$ cat src/rtl/ksa_ft_pkg.sv
// Shared types and default geometry for the fault-tolerant Kogge-Stone sequencer.
package ksa_ft_pkg;

  localparam int KSA_WIDTH = 16;
  localparam int KSA_SEG_W = 4;
  localparam int KSA_SEGS  = 4;

  typedef enum logic [1:0] {
    IDLE  = 2'd0,
    SWEEP = 2'd1,
    CAPT  = 2'd2,
    OUT   = 2'd3
  } ksa_state_e;

endpackage

$ cat src/rtl/ksa_ft_status.sv
// Golden-sum reference, speculative/corrected mismatch flags and saturating fault counter.
module ksa_ft_status
  import ksa_ft_pkg::*;
#(
  parameter int WIDTH  = KSA_WIDTH,
  parameter int FCNT_W = 8
) (
  input  logic              clk,
  input  logic              rst,
  input  logic              load,
  input  logic [WIDTH-1:0]  a,
  input  logic [WIDTH-1:0]  b,
  input  logic              cin,
  input  logic              capture,
  input  logic [WIDTH-1:0]  corrected_sum,
  input  logic [WIDTH-1:0]  uncorrected_sum,
  input  logic              corrected_cout,
  output logic [WIDTH-1:0]  out_sum,
  output logic              out_cout,
  output logic              fault_detected,
  output logic              residual_error,
  output logic [FCNT_W-1:0] fault_count
);

  logic [WIDTH:0] golden;
  logic           mismatch;
  logic           residual;

  assign mismatch = (uncorrected_sum != corrected_sum);
  assign residual = ({corrected_cout, corrected_sum} != golden);

  always_ff @(posedge clk) begin
    if (rst) begin
      golden         <= '0;
      out_sum        <= '0;
      out_cout       <= 1'b0;
      fault_detected <= 1'b0;
      residual_error <= 1'b0;
      fault_count    <= '0;
    end else begin
      if (load) begin
        golden <= {1'b0, a} + {1'b0, b} + {{WIDTH{1'b0}}, cin};
      end
      if (capture) begin
        out_sum        <= corrected_sum;
        out_cout       <= corrected_cout;
        fault_detected <= mismatch;
        residual_error <= residual;
        // A saturated counter stays pinned; the per-op flag still reports the fault.
        if (mismatch && (fault_count != {FCNT_W{1'b1}})) begin
          fault_count <= fault_count + 1'b1;
        end
      end
    end
  end

endmodule

$ cat src/rtl/ksa_ft_sequencer.sv
// Handshake front/back end that drives one correction sweep of the fault-correcting adder.
//   state | meaning
//   IDLE  | ready for operands; accept latches adder inputs and golden sum
//   SWEEP | correction_enable high, one cycle per segment
//   CAPT  | settling cycle, result and status captured at its end
//   OUT   | result presented until consumer accepts
module ksa_ft_sequencer
  import ksa_ft_pkg::*;
#(
  parameter int WIDTH  = KSA_WIDTH,
  parameter int SEG_W  = KSA_SEG_W,
  parameter int SEGS   = KSA_SEGS,
  parameter int FCNT_W = 8
) (
  input  logic              clk,
  input  logic              rst,
  input  logic              in_valid,
  output logic              in_ready,
  input  logic [WIDTH-1:0]  in_a,
  input  logic [WIDTH-1:0]  in_b,
  input  logic              in_cin,
  output logic [WIDTH-1:0]  adder_a,
  output logic [WIDTH-1:0]  adder_b,
  output logic              adder_cin,
  output logic              adder_corr_en,
  input  logic [WIDTH-1:0]  adder_corrected_sum,
  input  logic [WIDTH-1:0]  adder_uncorrected_sum,
  input  logic              adder_cout,
  output logic              out_valid,
  input  logic              out_ready,
  output logic [WIDTH-1:0]  out_sum,
  output logic              out_cout,
  output logic              fault_detected,
  output logic              residual_error,
  output logic [FCNT_W-1:0] fault_count
);

  localparam int STEP_W = (SEGS > 1) ? $clog2(SEGS) : 1;
  localparam logic [STEP_W-1:0] LAST_STEP = STEP_W'(SEGS - 1);

  if (WIDTH != SEGS * SEG_W) begin : g_cfg_check
    $error("ksa_ft_sequencer: WIDTH must equal SEGS*SEG_W");
  end

  ksa_state_e        state, state_nxt;
  logic [STEP_W-1:0] step;
  logic              accept;
  logic              capture;

  always_comb begin
    state_nxt     = state;
    in_ready      = 1'b0;
    adder_corr_en = 1'b0;
    out_valid     = 1'b0;
    capture       = 1'b0;
    case (state)
      IDLE: begin
        in_ready = 1'b1;
        if (in_valid) state_nxt = SWEEP;
      end
      SWEEP: begin
        adder_corr_en = 1'b1;
        if (step == LAST_STEP) state_nxt = CAPT;
      end
      CAPT: begin
        capture   = 1'b1;
        state_nxt = OUT;
      end
      OUT: begin
        out_valid = 1'b1;
        if (out_ready) state_nxt = IDLE;
      end
      default: state_nxt = IDLE;
    endcase
  end

  assign accept = in_valid & in_ready;

  // step tracks the adder's internal segment counter, so it only advances on enables.
  always_ff @(posedge clk) begin
    if (rst) begin
      state     <= IDLE;
      step      <= '0;
      adder_a   <= '0;
      adder_b   <= '0;
      adder_cin <= 1'b0;
    end else begin
      state <= state_nxt;
      if (accept) begin
        adder_a   <= in_a;
        adder_b   <= in_b;
        adder_cin <= in_cin;
        step      <= '0;
      end else if (adder_corr_en) begin
        step <= step + 1'b1;
      end
    end
  end

  ksa_ft_status #(
    .WIDTH  (WIDTH),
    .FCNT_W (FCNT_W)
  ) u_status (
    .clk             (clk),
    .rst             (rst),
    .load            (accept),
    .a               (in_a),
    .b               (in_b),
    .cin             (in_cin),
    .capture         (capture),
    .corrected_sum   (adder_corrected_sum),
    .uncorrected_sum (adder_uncorrected_sum),
    .corrected_cout  (adder_cout),
    .out_sum         (out_sum),
    .out_cout        (out_cout),
    .fault_detected  (fault_detected),
    .residual_error  (residual_error),
    .fault_count     (fault_count)
  );

endmodule
$ cat config.mk
export PLATFORM = sky130hd
export DESIGN_NAME = ksa_ft_sequencer
export DESIGN_NICKNAME = d
export VERILOG_FILES = /design/src/rtl/ksa_ft_pkg.sv /design/src/rtl/ksa_ft_status.sv /design/src/rtl/ksa_ft_sequencer.sv
export SDC_FILE = /design/constraint.sdc
export NUM_CORES = 1
export LEC_CHECK = 0
export CAP_MARGIN = 20
export CORE_MARGIN = 1.5
export CORE_UTILIZATION = 50
export DETAILED_ROUTE_END_ITERATION = 10
export PLACE_DENSITY = 0.86
export SKIP_CTS_REPAIR_TIMING = 1
export SYNTH_ARGS = -nofsm -noshare
export SYNTH_HDL_FRONTEND = slang
export SYNTH_SLANG_ARGS = --single-unit
$ cat constraint.sdc
create_clock -name clk -period 6.8 [get_ports clk]
set_clock_uncertainty 0.1 [all_clocks]
set_input_delay 0.68 -clock clk [delete_from_list [all_inputs] [get_ports clk]]
set_output_delay 0.68 -clock clk [all_outputs]
set_load 0.01 [all_outputs]
After elaboration in Yosys (flattened, before gate mapping):

Cells that the tools add are included.

* add/subtract/negate cells: 4
* equal/unequal tests: 10
* mux-type cells: 8
* bitwise operators: 1
* reductions and logical operators: 5

Operators by type and width (count)
* adder 16 x 16 -> 17 bit: 1
* adder 17 x 1 -> 17 bit: 1
* != test 17 bit: 1
* != test 16 bit: 1
* adder 8 x 1 -> 8 bit, second input constant: 1
* != test 8 bit, second input constant: 1
* case mux 2 bit (4 select lines): 1
* equality test 2 bit, second input constant: 3
* 2-to-1 mux 2 bit: 3
* != test 2 bit, second input constant: 3
* 2-to-1 mux 1 bit: 4
* AND reduction 3 bit: 1
* adder 2 x 1 -> 2 bit, second input constant: 1
* equality test 2 x 1 -> 1 bit, second input constant: 1
* zero test 2 bit: 1
* AND reduction 2 bit: 1
* OR reduction 2 bit: 1
* AND 1 bit: 1
* logical AND 1 bit: 1

* register bits: 81
* input port bits: 70
* output and inout port bits: 63
* word-level logic and storage cells: 39

Longest topological paths before layout:

* word-level depth: 4
* mapped depth: 8
* depth with buffers taken out: 8

Modules after synthesis:

From an unflattened synthesis, not the netlist that was laid out.

* cell total of the unflattened synthesis: 484
* area total of the unflattened synthesis: 4157.7 um^2

Modules (own cells, without submodules)
* ksa_ft_status: instances 1, cells an instance 315, area each 2785.2 um^2, seq. area each 880.8 um^2
* ksa_ft_sequencer: instances 1, cells an instance 169, area each 1372.6 um^2, seq. area each 740.7 um^2

Worst setup path before layout:

No wires, ideal clock.

* path kind: input to register
* start: input port in_a[0]
* end: register u_status.golden[10]
* setup time: 0.115 ns
* arrival: 2.632 ns
* data required time: 6.585 ns
* path slack: 3.953 ns
* cell stages on the path: 8
* path buffers: 0
* path through: fa_1 > fa_1 > a21o_1 > a221oi_4 > o21ai_0 > a211oi_1 > a2111oi_2 > o21a_1

* cells in the longest elaborated chain, start to end: 2

RTL lines
* from (decl): line ksa_ft_sequencer.sv:19 `input logic [WIDTH-1:0] in_a,`
* adder 16 x 16 -> 17 bit: line ksa_ft_status.sv:42 `golden <= {1'b0, a} + {1'b0, b} + {{WIDTH{1'b0}}, cin};`
* adder 17 x 1 -> 17 bit: line ksa_ft_status.sv:42
* to (signal assigned): line ksa_ft_status.sv:42
* to (decl): line ksa_ft_status.sv:25 `logic [WIDTH:0] golden;`

No other way between the ends.
A chain may end at the register's enable or synchronous reset.

Worst setup path in the final report:

Same ends and word-level chain as after synthesis.

==> metrics.cfg <==
[placed_design]
portBuffers = 132
place_congestion = 0.862
hpwl_mm = 7.75
place_ws_ps = 3280

[sta]
slew-limit-headroom_pct = 34.4
report.final.slew_viol_count = 0
fmax_ghz = 0.314
fin_crit_ps = 3180
tightest_slew_ps = 981
rsz0062_at_grt = false
finalSetupViolations = 0
fin_crit_sh_pct = 46.8
hold_violations = 0
post-route-worst-setup-slack_ps = 3620
tns_ps = 0

[floorplanning]
ios = 133
initial_core_util_pct = 52.4
die-area_um2 = 8780
die_h_um = 93.7
die_w_um = 93.7
floorplan.rows = 32
coreArea_um2 = 7850

[detailed_routing]
vias = 3849
routed.top_layer = met4
via_per_inst = 5.43
initialDrtViolationCount = 160
m1WireLength_mm = 4.81
drt_first_pass_iters = 4
routed-wl-met3_um = 796
wl_per_cell_um = 15.0
wirelength_mm = 10.6
wl_met2_mm = 4.79
drc = 0
postRouteAntennaNets = 0

[layout]
mostFrequentLayoutCells = clkdlybuf4s50_1 (131), nand2_1 (91), dfxtp_1 (81), a21oi_1 (51), xnor2_1 (41)
areaGrowthSynthToFinish_pct = 39.3
layout.nets = 695
final_layout_size_suffix_gt1_share_pct = 4.45
diodes = 0
final_common_cell = clkdlybuf4s50_1
post-route-util_pct = 73.0

[clock_tree]
htreeDepth = 3
clk_path_buf_depth = 2
cts_tree = yes
root_buffer = clkbuf_8
clkSinkCount = 81
path_clk_slew_ps = 80
clk-insertion-delay-late_ps = 350
numCtsBuffers = 9

[global_routing]
grt_pass1_wl_mm = 17.0
overflow = 0
antenna_found_initial = 0
grt_pass1_vias = 3665
grt_max_degree = 82
grt_usage_pct = 24.3

[power_and_ir_drop]
ir_worst_vdd_v = 0.000178
power_density_nw_per_um2 = 301
fin_total_pwr_mw = 1.72
p_leak_nw = 2.13

[critical_path]
crit_required_ps = 6950
endpoint_kind = flip-flop
critPathArrivalTime_ps = 3330
critPathKind = primary input to flip-flop
crit_fanout = 4
rr_worst_depth = 6
start_kind = primary input

[min_path]
hold_class = flip-flop to flip-flop
hold_depth = 2

[yosys]
avgSynthCellArea_um2 = 8.56
syn_area_um2 = 4120
synth_cell_types = 47
ys.flop_type = dfxtp_1
synth_edf_count = 0
async_reset_ff_share_pct = 0
yosysWarnings = 0
ys_seq_elements = 81
syn-num-nets = 574
seq_area_frac_synth_pct = 39.4
syn_inst = 481

[run]
drv_cap = 0

[run_status]
status = finished clean

-- sequential cells by signal, summed over array words and instances (netlist names) --
signal / cells
adder_a: 16
adder_b: 16
adder_cin: 1
state: 2
step: 2
u_status.fault_count: 8
u_status.fault_detected: 1
u_status.golden: 17
u_status.out_cout: 1
u_status.out_sum: 16
u_status.residual_error: 1
-- metal layers --
layer / vias to the layer above / track usage, %
met5: - / 0
met4: 0 / 10.4
met3: 16 / 5.83
met2: 137 / 39.4
met1: 1788 / 30.8
li1: 1908 / -
-- cell families after synthesis --
logic type	after synthesis	synth area share, %
multiplexers	19	4.62
AO/OA/AOI/OAI	101	16.5
AND/OR/NAND/NOR	177	19.1
XOR/XNOR	47	10.0
adder cells (fa/ha/maj)	23	7.36
flip-flops	81	39.4
buffers and inverters	33	3.01
-- path summary, 6_finish.rpt --
kind / from / end / slack, ps
max: in_a[0] / u_status.golden[10]$_SDFFE_PP0P_ / 3620
min: adder_a[10]$_SDFFE_PP0P_ / adder_a[10]$_SDFFE_PP0P_ / 360
max reg2reg: state[0]$_SDFFE_PP0P_ / u_status.golden[12]$_SDFFE_PP0P_ / 4550
min reg2reg: adder_a[10]$_SDFFE_PP0P_ / adder_a[10]$_SDFFE_PP0P_ / 360
-- critical path: stages --
cell             delay, ps
clkdlybuf4s50_1        470
fa_1                   480
fa_1                   420
a21o_1                 240
a221oi_4               330
o21ai_0                130
a211oi_1               300
a2111oi_2               60
o21a_1                 210
-- report_power, final --
group	internal [mW]	leakage (nW)	switching (mW)
Clock	0.247	0.122	0.183
Combinational	0.325	1.35	0.335
Sequential	0.572	0.662	0.0615
-- final cells by class --
class / instances / area [µm²]
clock buffer: 10 / 128
clock inverter: 6 / 115
fill: 611 / 2120
tap: 102 / 128
timing repair buffer: 134 / 1330
sequential: 81 / 1620
inverter: 9 / 33.8
multi-input combinational: 367 / 2370
-- Yosys cell counts, drive strengths merged, types with 3 or more instances --
| cell | instances | area share (%) |
|---|---|---|
| inv | 8 | 0.73 |
| a21o | 12 | 2.2 |
| a211oi | 6 | 1.1 |
| or3 | 3 | 0.46 |
| and3 | 6 | 0.94 |
| a31oi | 4 | 0.76 |
| xor2 | 6 | 1.3 |
| a21oi | 51 | 6.2 |
| o21a | 3 | 0.55 |
| buf | 6 | 0.55 |
| nand2 | 92 | 8.4 |
| o21ai | 9 | 1.1 |
| nor4b | 3 | 0.64 |
| nor3 | 9 | 1.1 |
| ha | 21 | 6.4 |
| mux2i | 19 | 4.6 |
| clkbuf | 18 | 1.6 |
| nand4 | 9 | 1.4 |
| xnor2 | 41 | 8.7 |
| nand3 | 12 | 1.5 |
| nor2 | 32 | 2.9 |
| dfxtp | 81 | 39 |
-- through the flow --
stage / hold WS [ps] / std cells / cell area (µm²)
CTS: 363 / 709 / 5730
floorplan: 343 / 481 / 4120
finish: 360 / 709 / 5730
detailed placement: 350 / 693 / 5490
global route: 383 / 709 / 5730
global placement: 342 / 693 / 5490
Note: power is estimated with default switching activity, not from simulation.
